===== config.mk =====
export PLATFORM = sky130hd
export DESIGN_NAME = oc8051_uart_peer_flat
export DESIGN_NICKNAME = d
export VERILOG_FILES = /design/src/rtl/oc8051_uart_peer_if.sv /design/src/rtl/oc8051_uart_peer.sv /design/src/flat_wrapper.sv
export SDC_FILE = /design/constraint.sdc
export NUM_CORES = 1
export LEC_CHECK = 0
export ABC_CLOCK_PERIOD_IN_PS = 2700
export BUFFER_PORTS_ARGS = -buffer_cell sky130_fd_sc_hd__buf_2
export CORE_ASPECT_RATIO = 1.5
export CORE_MARGIN = 8
export CORE_UTILIZATION = 36
export CTS_BUF_LIST = sky130_fd_sc_hd__clkbuf_8
export DETAILED_ROUTE_END_ITERATION = 8
export GPL_ROUTABILITY_DRIVEN = 0
export GPL_TIMING_DRIVEN = 0
export MAX_ROUTING_LAYER = met4
export SLEW_MARGIN = 40
export SYNTH_ARGS = -nofsm -noshare
export SYNTH_HDL_FRONTEND = slang
export SYNTH_SLANG_ARGS = --single-unit

===== constraint.sdc =====
create_clock -name clk -period 2.7 [get_ports clk]
set_clock_uncertainty 0.2 [all_clocks]
set_input_delay 0.27 -clock clk [delete_from_list [all_inputs] [get_ports clk]]
set_output_delay 0.27 -clock clk [all_outputs]
set_load 0.02 [all_outputs]

===== src/rtl/oc8051_uart_peer_if.sv =====
// rtl/oc8051_uart_peer_if.sv - host-side handshake bundle for the 8051 UART peer
interface oc8051_uart_peer_if;
    logic [8:0] tx_data;
    logic       tx_valid;
    logic       tx_ready;
    logic [8:0] rx_data;
    logic       rx_valid;
    logic       rx_ready;
    logic       frame_err;
    logic       overrun;

    modport master (
        output tx_data, tx_valid, rx_ready,
        input  tx_ready, rx_data, rx_valid, frame_err, overrun
    );

    modport slave (
        input  tx_data, tx_valid, rx_ready,
        output tx_ready, rx_data, rx_valid, frame_err, overrun
    );
endinterface


===== src/rtl/oc8051_uart_peer.sv =====
// rtl/oc8051_uart_peer.sv - off-chip async serial endpoint for 8051 serial modes 1/2/3
module oc8051_uart_peer #(
    parameter int CLK_DIV = 16
) (
    input  logic clk,
    input  logic rst,
    input  logic nine_bit,
    output logic txd,
    input  logic rxd,
    oc8051_uart_peer_if.slave bus
);

    localparam int CW = (CLK_DIV > 1) ? $clog2(CLK_DIV) : 1;

    logic [CW-1:0] div_cnt;
    logic          tick;

    assign tick = (div_cnt == CW'(CLK_DIV - 1));

    always_ff @(posedge clk or negedge rst) begin
        if (!rst)      div_cnt <= '0;
        else if (tick) div_cnt <= '0;
        else           div_cnt <= div_cnt + 1'b1;
    end

    typedef enum logic [2:0] {
        TX_IDLE, TX_PEND, TX_START, TX_DATA, TX_BIT9, TX_STOP
    } tx_state_t;

    tx_state_t  tx_state, tx_state_n;
    logic [3:0] tx_tcnt, tx_tcnt_n;
    logic [2:0] tx_bcnt, tx_bcnt_n;
    logic [8:0] tx_shift, tx_shift_n;
    logic       tx_nine, tx_nine_n;
    logic       txd_q, txd_n;
    logic       tx_last;

    always_ff @(posedge clk or negedge rst) begin
        if (!rst) begin
            tx_state <= TX_IDLE;
            tx_tcnt  <= '0;
            tx_bcnt  <= '0;
            tx_shift <= '0;
            tx_nine  <= 1'b0;
            txd_q    <= 1'b1;
        end else begin
            tx_state <= tx_state_n;
            tx_tcnt  <= tx_tcnt_n;
            tx_bcnt  <= tx_bcnt_n;
            tx_shift <= tx_shift_n;
            tx_nine  <= tx_nine_n;
            txd_q    <= txd_n;
        end
    end

    // txd is registered from the next-state decode so the line never glitches
    always_comb begin
        tx_state_n = tx_state;
        tx_tcnt_n  = tx_tcnt;
        tx_bcnt_n  = tx_bcnt;
        tx_shift_n = tx_shift;
        tx_nine_n  = tx_nine;
        txd_n      = txd_q;
        tx_last    = tick && (tx_tcnt == 4'd15);
        if (tick && tx_state != TX_IDLE && tx_state != TX_PEND)
            tx_tcnt_n = tx_tcnt + 4'd1;
        case (tx_state)
            TX_IDLE: begin
                txd_n = 1'b1;
                if (bus.tx_valid) begin
                    tx_state_n = TX_PEND;
                    tx_shift_n = bus.tx_data;
                    tx_nine_n  = nine_bit;
                end
            end
            TX_PEND: begin
                if (tick) begin
                    tx_state_n = TX_START;
                    tx_tcnt_n  = 4'd0;
                    txd_n      = 1'b0;
                end
            end
            TX_START: begin
                if (tx_last) begin
                    tx_state_n = TX_DATA;
                    tx_bcnt_n  = 3'd0;
                    txd_n      = tx_shift[0];
                end
            end
            TX_DATA: begin
                if (tx_last) begin
                    tx_shift_n = tx_shift >> 1;
                    if (tx_bcnt == 3'd7) begin
                        tx_state_n = tx_nine ? TX_BIT9 : TX_STOP;
                        txd_n      = tx_nine ? tx_shift[1] : 1'b1;
                    end else begin
                        tx_bcnt_n = tx_bcnt + 3'd1;
                        txd_n     = tx_shift[1];
                    end
                end
            end
            TX_BIT9: begin
                if (tx_last) begin
                    tx_state_n = TX_STOP;
                    txd_n      = 1'b1;
                end
            end
            TX_STOP: begin
                if (tx_last) tx_state_n = TX_IDLE;
            end
            default: begin
                tx_state_n = TX_IDLE;
                txd_n      = 1'b1;
            end
        endcase
    end

    assign txd          = txd_q;
    assign bus.tx_ready = (tx_state == TX_IDLE);

    typedef enum logic [2:0] {
        RX_IDLE, RX_START, RX_DATA, RX_BIT9, RX_STOP
    } rx_state_t;

    rx_state_t  rx_state, rx_state_n;
    logic       rx_meta, rx_sync, rx_prev;
    logic [3:0] rx_tcnt, rx_tcnt_n, rx_idx;
    logic [2:0] rx_bcnt, rx_bcnt_n;
    logic [8:0] rx_shift, rx_shift_n;
    logic       rx_nine, rx_nine_n;
    logic       s7, s7_n, s8, s8_n;
    logic       maj, decide, bit_end, rx_done, rx_ferr;

    always_ff @(posedge clk or negedge rst) begin
        if (!rst) begin
            rx_meta  <= 1'b1;
            rx_sync  <= 1'b1;
            rx_prev  <= 1'b1;
            rx_state <= RX_IDLE;
            rx_tcnt  <= '0;
            rx_bcnt  <= '0;
            rx_shift <= '0;
            rx_nine  <= 1'b0;
            s7       <= 1'b1;
            s8       <= 1'b1;
        end else begin
            rx_meta  <= rxd;
            rx_sync  <= rx_meta;
            if (tick) rx_prev <= rx_sync;
            rx_state <= rx_state_n;
            rx_tcnt  <= rx_tcnt_n;
            rx_bcnt  <= rx_bcnt_n;
            rx_shift <= rx_shift_n;
            rx_nine  <= rx_nine_n;
            s7       <= s7_n;
            s8       <= s8_n;
        end
    end

    // rx_idx is the position of the current tick within the bit; 0 marks a bit boundary
    always_comb begin
        rx_state_n = rx_state;
        rx_tcnt_n  = rx_tcnt;
        rx_bcnt_n  = rx_bcnt;
        rx_shift_n = rx_shift;
        rx_nine_n  = rx_nine;
        s7_n       = s7;
        s8_n       = s8;
        rx_done    = 1'b0;
        rx_ferr    = 1'b0;
        rx_idx     = rx_tcnt + 4'd1;
        maj        = (s7 & s8) | (s7 & rx_sync) | (s8 & rx_sync);
        decide     = tick && (rx_idx == 4'd9);
        bit_end    = tick && (rx_idx == 4'd0);
        if (tick && rx_state != RX_IDLE) begin
            rx_tcnt_n = rx_idx;
            if (rx_idx == 4'd7) s7_n = rx_sync;
            if (rx_idx == 4'd8) s8_n = rx_sync;
        end
        case (rx_state)
            RX_IDLE: begin
                if (tick && rx_prev && !rx_sync) begin
                    rx_state_n = RX_START;
                    rx_tcnt_n  = 4'd0;
                    rx_nine_n  = nine_bit;
                    rx_shift_n = '0;
                end
            end
            RX_START: begin
                if (decide && maj) begin
                    rx_state_n = RX_IDLE;
                end else if (bit_end) begin
                    rx_state_n = RX_DATA;
                    rx_bcnt_n  = 3'd0;
                end
            end
            RX_DATA: begin
                if (decide) rx_shift_n[rx_bcnt] = maj;
                if (bit_end) begin
                    if (rx_bcnt == 3'd7) rx_state_n = rx_nine ? RX_BIT9 : RX_STOP;
                    else                 rx_bcnt_n  = rx_bcnt + 3'd1;
                end
            end
            RX_BIT9: begin
                if (decide)  rx_shift_n[8] = maj;
                if (bit_end) rx_state_n    = RX_STOP;
            end
            RX_STOP: begin
                if (decide) begin
                    rx_state_n = RX_IDLE;
                    rx_done    = maj;
                    rx_ferr    = !maj;
                end
            end
            default: rx_state_n = RX_IDLE;
        endcase
    end

    always_ff @(posedge clk or negedge rst) begin
        if (!rst) begin
            bus.rx_data   <= '0;
            bus.rx_valid  <= 1'b0;
            bus.frame_err <= 1'b0;
            bus.overrun   <= 1'b0;
        end else begin
            bus.frame_err <= rx_ferr;
            bus.overrun   <= rx_done && bus.rx_valid && !bus.rx_ready;
            if (rx_done && !(bus.rx_valid && !bus.rx_ready)) begin
                bus.rx_data  <= rx_shift;
                bus.rx_valid <= 1'b1;
            end else if (bus.rx_valid && bus.rx_ready) begin
                bus.rx_valid <= 1'b0;
            end
        end
    end

endmodule


===== src/flat_wrapper.sv =====
// flat-port wrapper written by rule: the top's interface ports become plain ports
module oc8051_uart_peer_flat 
#(
    parameter int CLK_DIV = 16
)
  (clk, rst, nine_bit, txd, rxd, bus_tx_data, bus_tx_valid, bus_rx_ready, bus_tx_ready, bus_rx_data, bus_rx_valid, bus_frame_err, bus_overrun);
  oc8051_uart_peer_if bus_i ();
  input  logic clk;
  input  logic rst;
  input  logic nine_bit;
  output logic txd;
  input  logic rxd;
  input wire logic [$bits(bus_i.tx_data)-1:0] bus_tx_data;
  input wire logic [$bits(bus_i.tx_valid)-1:0] bus_tx_valid;
  input wire logic [$bits(bus_i.rx_ready)-1:0] bus_rx_ready;
  output wire logic [$bits(bus_i.tx_ready)-1:0] bus_tx_ready;
  output wire logic [$bits(bus_i.rx_data)-1:0] bus_rx_data;
  output wire logic [$bits(bus_i.rx_valid)-1:0] bus_rx_valid;
  output wire logic [$bits(bus_i.frame_err)-1:0] bus_frame_err;
  output wire logic [$bits(bus_i.overrun)-1:0] bus_overrun;
  assign bus_i.tx_data = bus_tx_data;
  assign bus_i.tx_valid = bus_tx_valid;
  assign bus_i.rx_ready = bus_rx_ready;
  assign bus_tx_ready = bus_i.tx_ready;
  assign bus_rx_data = bus_i.rx_data;
  assign bus_rx_valid = bus_i.rx_valid;
  assign bus_frame_err = bus_i.frame_err;
  assign bus_overrun = bus_i.overrun;
  oc8051_uart_peer #(.CLK_DIV(CLK_DIV)) u_core (.clk(clk), .rst(rst), .nine_bit(nine_bit), .txd(txd), .rxd(rxd), .bus(bus_i));
endmodule

======== Yosys cells after proc, flatten, opt, wreduce, memory -nomap -nowiden ========
Cells that the tools add are included.
word-level totals
  memory bits (writable) .................. 0
  bits in read-only memories .............. 0
  output and inout bits ................... 14
  register bits after elaboration ......... 62
  word-level logic and storage cells ...... 170
  latch bits .............................. 0
  memories ................................ 0
cells by class
  mux-type cells .......................... 57
  bitwise logic cells ..................... 6
  shifts and indexed selects .............. 0
  equality and inequality tests ........... 36
  magnitude comparators ................... 2
  $add $sub $neg .......................... 5
  multipliers ............................. 0
  reductions and logical operators ........ 42
  div/mod/pow operators ................... 0
operators with widths
  kind                                                    count
  2-to-1 mux 3 bit                                        21
  2-to-1 mux 9 bit                                        4
  2-to-1 mux 4 bit                                        7
  inequality test 2 x 1 -> 1 bit (second input constant)  14
  case mux 3 bit (6 select lines)                         1
  case mux 9 bit (2 select lines)                         1
  equality test 4 bit (second input constant)             4
  case mux 8 bit (2 select lines)                         1
  equality test 3 bit (second input constant)             5
  logical AND 1 bit                                       15
  2-to-1 mux 1 bit                                        15
  case mux 3 bit (5 select lines)                         1
  adder 4 x 1 -> 4 bit (second input constant)            3
  equality test 3 x 2 -> 1 bit (second input constant)    4
  case mux 3 bit (2 select lines)                         2
  AND reduction 5 bit                                     2
  nonzero test 2 bit                                      5
  bitwise mux 9 bit                                       1
  nonzero test 3 bit                                      3
  inequality test 2 bit (second input constant)           4
  AND reduction 2 bit                                     4
  AND reduction 4 bit                                     2
  AND reduction 7 bit                                     1
  adder 3 x 1 -> 3 bit (second input constant)            2
  16 further kinds                                        26

======== Logic depth before layout (Yosys ltp) ========
  depth in word-level cells ............... 7
  depth in mapped cells ................... 8
  gate-level depth less buffers ........... 7

======== Worst setup path before layout ========
Ideal clock, no wire load.
  path type ............................... register -> register
  from .................................... reg u_core.rx_tcnt[1]
  to ...................................... reg u_core.bus.rx_data[0]
  arrival ................................. 2.088 ns
  stages on the path, launching flop included .. 8
  path slack .............................. 0.285 ns
  data required time ...................... 2.372 ns
  clock period less this slack ............ 2.415 ns
  cells stage by stage .................... dfrtp_1 > ha_1 > xnor2_1 > nand3_2 > or3_4 > nor3b_2 > buf_4 > mux2_1
on the way
  cells in the longest elaborated chain, start to end .. 6
ends and longest elaborated chain
  what                    RTL line                   text
  from (decl)             oc8051_uart_peer.sv:127    logic [3:0] rx_tcnt, rx_tcnt_n, rx_idx;
  from (signal assigned)  oc8051_uart_peer.sv:151    rx_tcnt <= rx_tcnt_n;
  adder 4 x 1 -> 4 bit    oc8051_uart_peer.sv:171    rx_idx = rx_tcnt + 4'd1;
  equality test 4 bit     oc8051_uart_peer.sv:173    decide = tick && (rx_idx == 4'd9);
  logical AND 1 bit       oc8051_uart_peer.sv:173
  2-to-1 mux 1 bit        oc8051_uart_peer.sv:209    if (decide) begin
  2-to-1 mux 1 bit        oc8051_uart_peer.sv:180    case (rx_state)
  logical AND 1 bit       oc8051_uart_peer.sv:228    if (rx_done && !(bus.rx_valid && !bus.rx_ready)) begin
  to (signal assigned)    oc8051_uart_peer.sv:229    bus.rx_data <= rx_shift;
  to (decl)               oc8051_uart_peer_if.sv:19  output tx_ready, rx_data, rx_valid, frame_err, overrun
Every way passes these cells.
A chain may end at the register's enable or synchronous reset.

======== Final worst setup path ========
  from .................................... reg u_core.div_cnt[0]
  to ...................................... reg u_core.bus.rx_data[2]
on the way
  cells in the longest elaborated chain, start to end .. 5
ends and longest elaborated chain
  what                    RTL line                 text
  from (decl)             oc8051_uart_peer.sv:15   logic [CW-1:0] div_cnt;
  from (signal assigned)  oc8051_uart_peer.sv:23   else div_cnt <= div_cnt + 1'b1;
  equality test 4 bit     oc8051_uart_peer.sv:18   assign tick = (div_cnt == CW'(CLK_DIV - 1));
  logical AND 1 bit       oc8051_uart_peer.sv:173
  2-to-1 mux 1 bit        oc8051_uart_peer.sv:209
  2-to-1 mux 1 bit        oc8051_uart_peer.sv:180
  logical AND 1 bit       oc8051_uart_peer.sv:228
Every way passes these cells.

==> results.sh <==
export IMPL_p_total_mw=2.22
export IMPL_startpoint_type="flip-flop"
export IMPL_grt_overflow=0
export IMPL_status="finished clean"
export IMPL_endpoint_kind="flip-flop"
export IMPL_worstPathMaxFanout=9
export IMPL_cp_top_family="simple AND/OR/NAND/NOR gates"
export IMPL_min_to="u_core.bus.overrun$_DFF_PN0_"
export IMPL_vias=2501
export IMPL_peakVddDrop_mv=0.282
export IMPL_crit_chain="ha_2 -> and3_1 -> buf_2 -> nand3_2 -> or3_4 -> nor3b_2 -> buf_4 -> mux2_1"
export IMPL_cp_slowest_cell="or3_4"
export IMPL_fmaxAchievable_mhz=390
export IMPL_pre_cts_ws_ps=46.2
export IMPL_p_clk_frac=0.373
export IMPL_syn_nets=340
export IMPL_first_pass_iters=4
export IMPL_grt_pass1_wl_um=12000
export IMPL_start_util=0.364
export IMPL_setup_viol=0
export IMPL_cts_sinks=62
export IMPL_seq_power_share=0.443
export IMPL_die_height_um=131
export IMPL_comb_power_share=0.184
export IMPL_rows=42
export IMPL_async_flop_share=1.00
export IMPL_yosysWarnings=0
export IMPL_ant_nets=0
export IMPL_synth_edff_count=0
export IMPL_drc=0
export IMPL_drive_gt1_frac=0.187
export IMPL_clkSlewWorstSetupHoldPaths_ps=60
export IMPL_p_leak_nw=1.77
export IMPL_required_ps=2730
export IMPL_core_area_sq_mm=0.00867
export IMPL_cts_htree_levels=3
export IMPL_grt_setup_unrepaired="false"
export IMPL_syn_avg_cell_area_sq_um=10.0
export IMPL_max_slew_worst_pin_slew_ps=684
export IMPL_synth_area_leaders="dfrtp_1 (44%), dfstp_2 (5.0%), ha_1 (4.0%)"
export IMPL_first_global_vias=2655
export IMPL_synth_distinct_cells=51
export IMPL_synthFlopType="dfrtp_1"
export IMPL_hold_viol=0
export IMPL_cts_tree="done"
export IMPL_io_buffers=28
export IMPL_clockBufferDepth=2
export IMPL_syn_to_final_growth_pct=17.6
export IMPL_cts_buffers=9
export IMPL_cts_setup_buffers=0
export IMPL_power_switching_mw=0.651
export IMPL_dp_hpwl_um=4970
export IMPL_drt_iter0_markers=139
export IMPL_num_antenna_cells=0
export IMPL_fin_nets=384
export IMPL_crit_arrival_ps=2600
export IMPL_wirelength_um=6880
export IMPL_cp_slowest_stage_delay_ps=400
export IMPL_dieArea_sq_mm=0.0121
export IMPL_track_usage=0.128
export IMPL_post_route_period_util=0.951
export IMPL_syn_inst=315
export IMPL_synthesis_area_sq_mm=0.00315
export IMPL_slew_violations=0
export IMPL_r2r_start="u_core.div_cnt[0]$_DFF_PN0_"
export IMPL_drv_cap=0
export IMPL_yosysSeqAreaShare=0.494
export IMPL_reg2reg_slack_ps=130
export IMPL_antenna_found_initial=0
export IMPL_clkLatencyLatePin_ps=360
export IMPL_die_w_um=92.4
export IMPL_io_pin_count=29
export IMPL_worst_r2r_cell_count=8
export IMPL_hold_path_class="in -> reg"
export IMPL_dp_cells=454
export IMPL_instances_no_fill=474
export IMPL_fillCellCount=871
export IMPL_synth_top_cell_area_share=0.444
export IMPL_wl_per_cell_um=14.5
export IMPL_relSlewSlack=0.542
export IMPL_setup_ws_ps=134
export IMPL_min_path_cells=3
export IMPL_synth_top_cell_by_area="dfrtp_1"
export IMPL_ys_seq_elements=62
export IMPL_p_int_mw=1.57
export IMPL_worst_path_buf_inv=2
export IMPL_power_density_mw_per_mm2=598
export IMPL_cts_root_buffer="clkbuf_8"
export IMPL_hold_start="bus_rx_ready"
export IMPL_via_per_inst=5.28
export IMPL_critPathKind="reg -> reg"
export IMPL_grt_max_degree=38
export IMPL_fin_setup_tns_ps=0
export IMPL_r2r_end="u_core.bus.rx_data[2]$_DFFE_PN0P_"
export IMPL_fin_crit_ps=2570
export IMPL_switching_share=0.293
==> routing by layer <==
layer  GRT usage  share of wire  up-vias
met3      0.0389          0.047       13
li1            -              -     1220
met2       0.221           0.51       60
met5           -              0        -
met4      0.0667          0.020        0
met1       0.129           0.42     1208
==> worst max path at each step <==
| stage | from | to | slack, ps | depth (start not counted) |
|---|---|---|---|---|
| global route | u_core.div_cnt[0]$_DFF_PN0_ | u_core.bus.rx_data[0]$_DFFE_PN0P_ | 30 | 8 |
| finish | u_core.div_cnt[0]$_DFF_PN0_ | u_core.bus.rx_data[2]$_DFFE_PN0P_ | 130 | 8 |
| global placement | u_core.rx_tcnt[1]$_DFF_PN0_ | u_core.bus.rx_data[2]$_DFFE_PN0P_ | 90 | 7 |
| floorplan | u_core.rx_tcnt[1]$_DFF_PN0_ | u_core.bus.rx_data[0]$_DFFE_PN0P_ | 280 | 7 |
| CTS | u_core.rx_tcnt[1]$_DFF_PN0_ | u_core.bus.rx_data[2]$_DFFE_PN0P_ | 30 | 7 |
| detailed placement | u_core.rx_tcnt[1]$_DFF_PN0_ | u_core.bus.rx_data[2]$_DFFE_PN0P_ | 50 | 7 |
==> state kept, by name (all words and copies together) (netlist names), 3 cells and up, named ones only <==
register and flops:
u_core.rx_tcnt 4, u_core.div_cnt 4, u_core.rx_shift 9, u_core.tx_state 3, u_core.tx_bcnt 3, u_core.rx_bcnt 3
u_core.rx_state 3, u_core.tx_shift 9, u_core.bus.rx_data 9
==> Yosys cell counts (2+ instances only) <==
master,count
a211oi_1,2
a21o_1,5
a21oi_1,17
a22o_1,6
a31o_2,2
a31oi_1,4
a32o_1,5
and2_1,2
and3_1,2
clkbuf_1,15
dfrtp_1,56
dfstp_2,6
ha_1,10
inv_1,10
mux2_1,9
mux2_2,4
mux2i_1,11
nand2_1,27
nand2b_1,3
nand3_1,22
nand4_1,3
nor2_1,25
nor2b_1,3
nor3_1,11
nor4_1,2
o211ai_1,5
o21ai_0,15
o31ai_1,3
or2_2,2
or3_1,2
xnor2_1,5
xor2_1,2
==> placed cells by master (no fill, tap or decap), types with 9 or more instances in the layout <==
cell and count:
nor2_1 25, mux2_1 9, clkbuf_8 11, clkbuf_1 15
ha_1 9, nand2_1 27, mux2i_1 11, inv_1 11
nand3_1 22, o21ai_0 15, buf_2 28, dfrtp_1 56
nor3_1 11, a21oi_1 16
==> repair_timing <==
action | 4_1_cts | 5_1_grt
setup endpoints to repair | 0 | 13
hold buffers | 4 | 0
resized for setup | 0 | 3
hold endpoints to repair | 64 | 0
==> tightest hold or removal path: cells and delay by family <==
| kind | cells | cell delay, ps |
|---|---|---|
| buffers and inverters | 1 | 70 |
| AND/OR/NAND/NOR | 2 | 190 |
==> power by group through the flow <==
stage | sequential (mW) | clock (mW) | combinational (mW)
final | 0.983 | 0.828 | 0.407
after global routing | 0.986 | 0.898 | 0.462
after CTS | 0.982 | 0.858 | 0.407
after detailed placement | 1.00 | 0 | 0.403
after global placement | 0.998 | 0 | 0.390
after floorplan | 0.994 | 0 | 0.288
==> cell type report <==
class / instances / area, sq um / share of cell area
Sequential cell: 62 / 1560 / 0.420
Multi-Input combinational cell: 226 / 1500 / 0.405
Timing Repair Buffer: 33 / 203 / 0.0547
Clock buffer: 11 / 151 / 0.0408
Tap cell: 110 / 138 / 0.0371
Buffer: 17 / 68.8 / 0.0186
Clock inverter: 5 / 48.8 / 0.0132
Inverter: 10 / 37.5 / 0.0101
==> logic make-up (layout without fill, tap and decap cells) <==
logic type,after synthesis,in the layout,synth area share
flops,62,62,0.494
simple gates,111,111,0.172
buf+inv,27,76,0.0337
mux,24,24,0.0813
compound gates,73,73,0.156
fa+ha+maj,11,11,0.0428
xor+xnor,7,7,0.0194
==> through the flow <==
step	hold WS, ps	utilization	cell area (sq um)
2_1_floorplan	-226	-	3150
3_3_place_gp	145	0.396	3430
3_5_place_dp	4.72	0.398	3450
4_1_cts	2.50	0.426	3690
5_1_grt	16.5	0.428	3710
6_report	17.5	0.428	3710
Note: power is estimated with default switching activity, not from simulation.
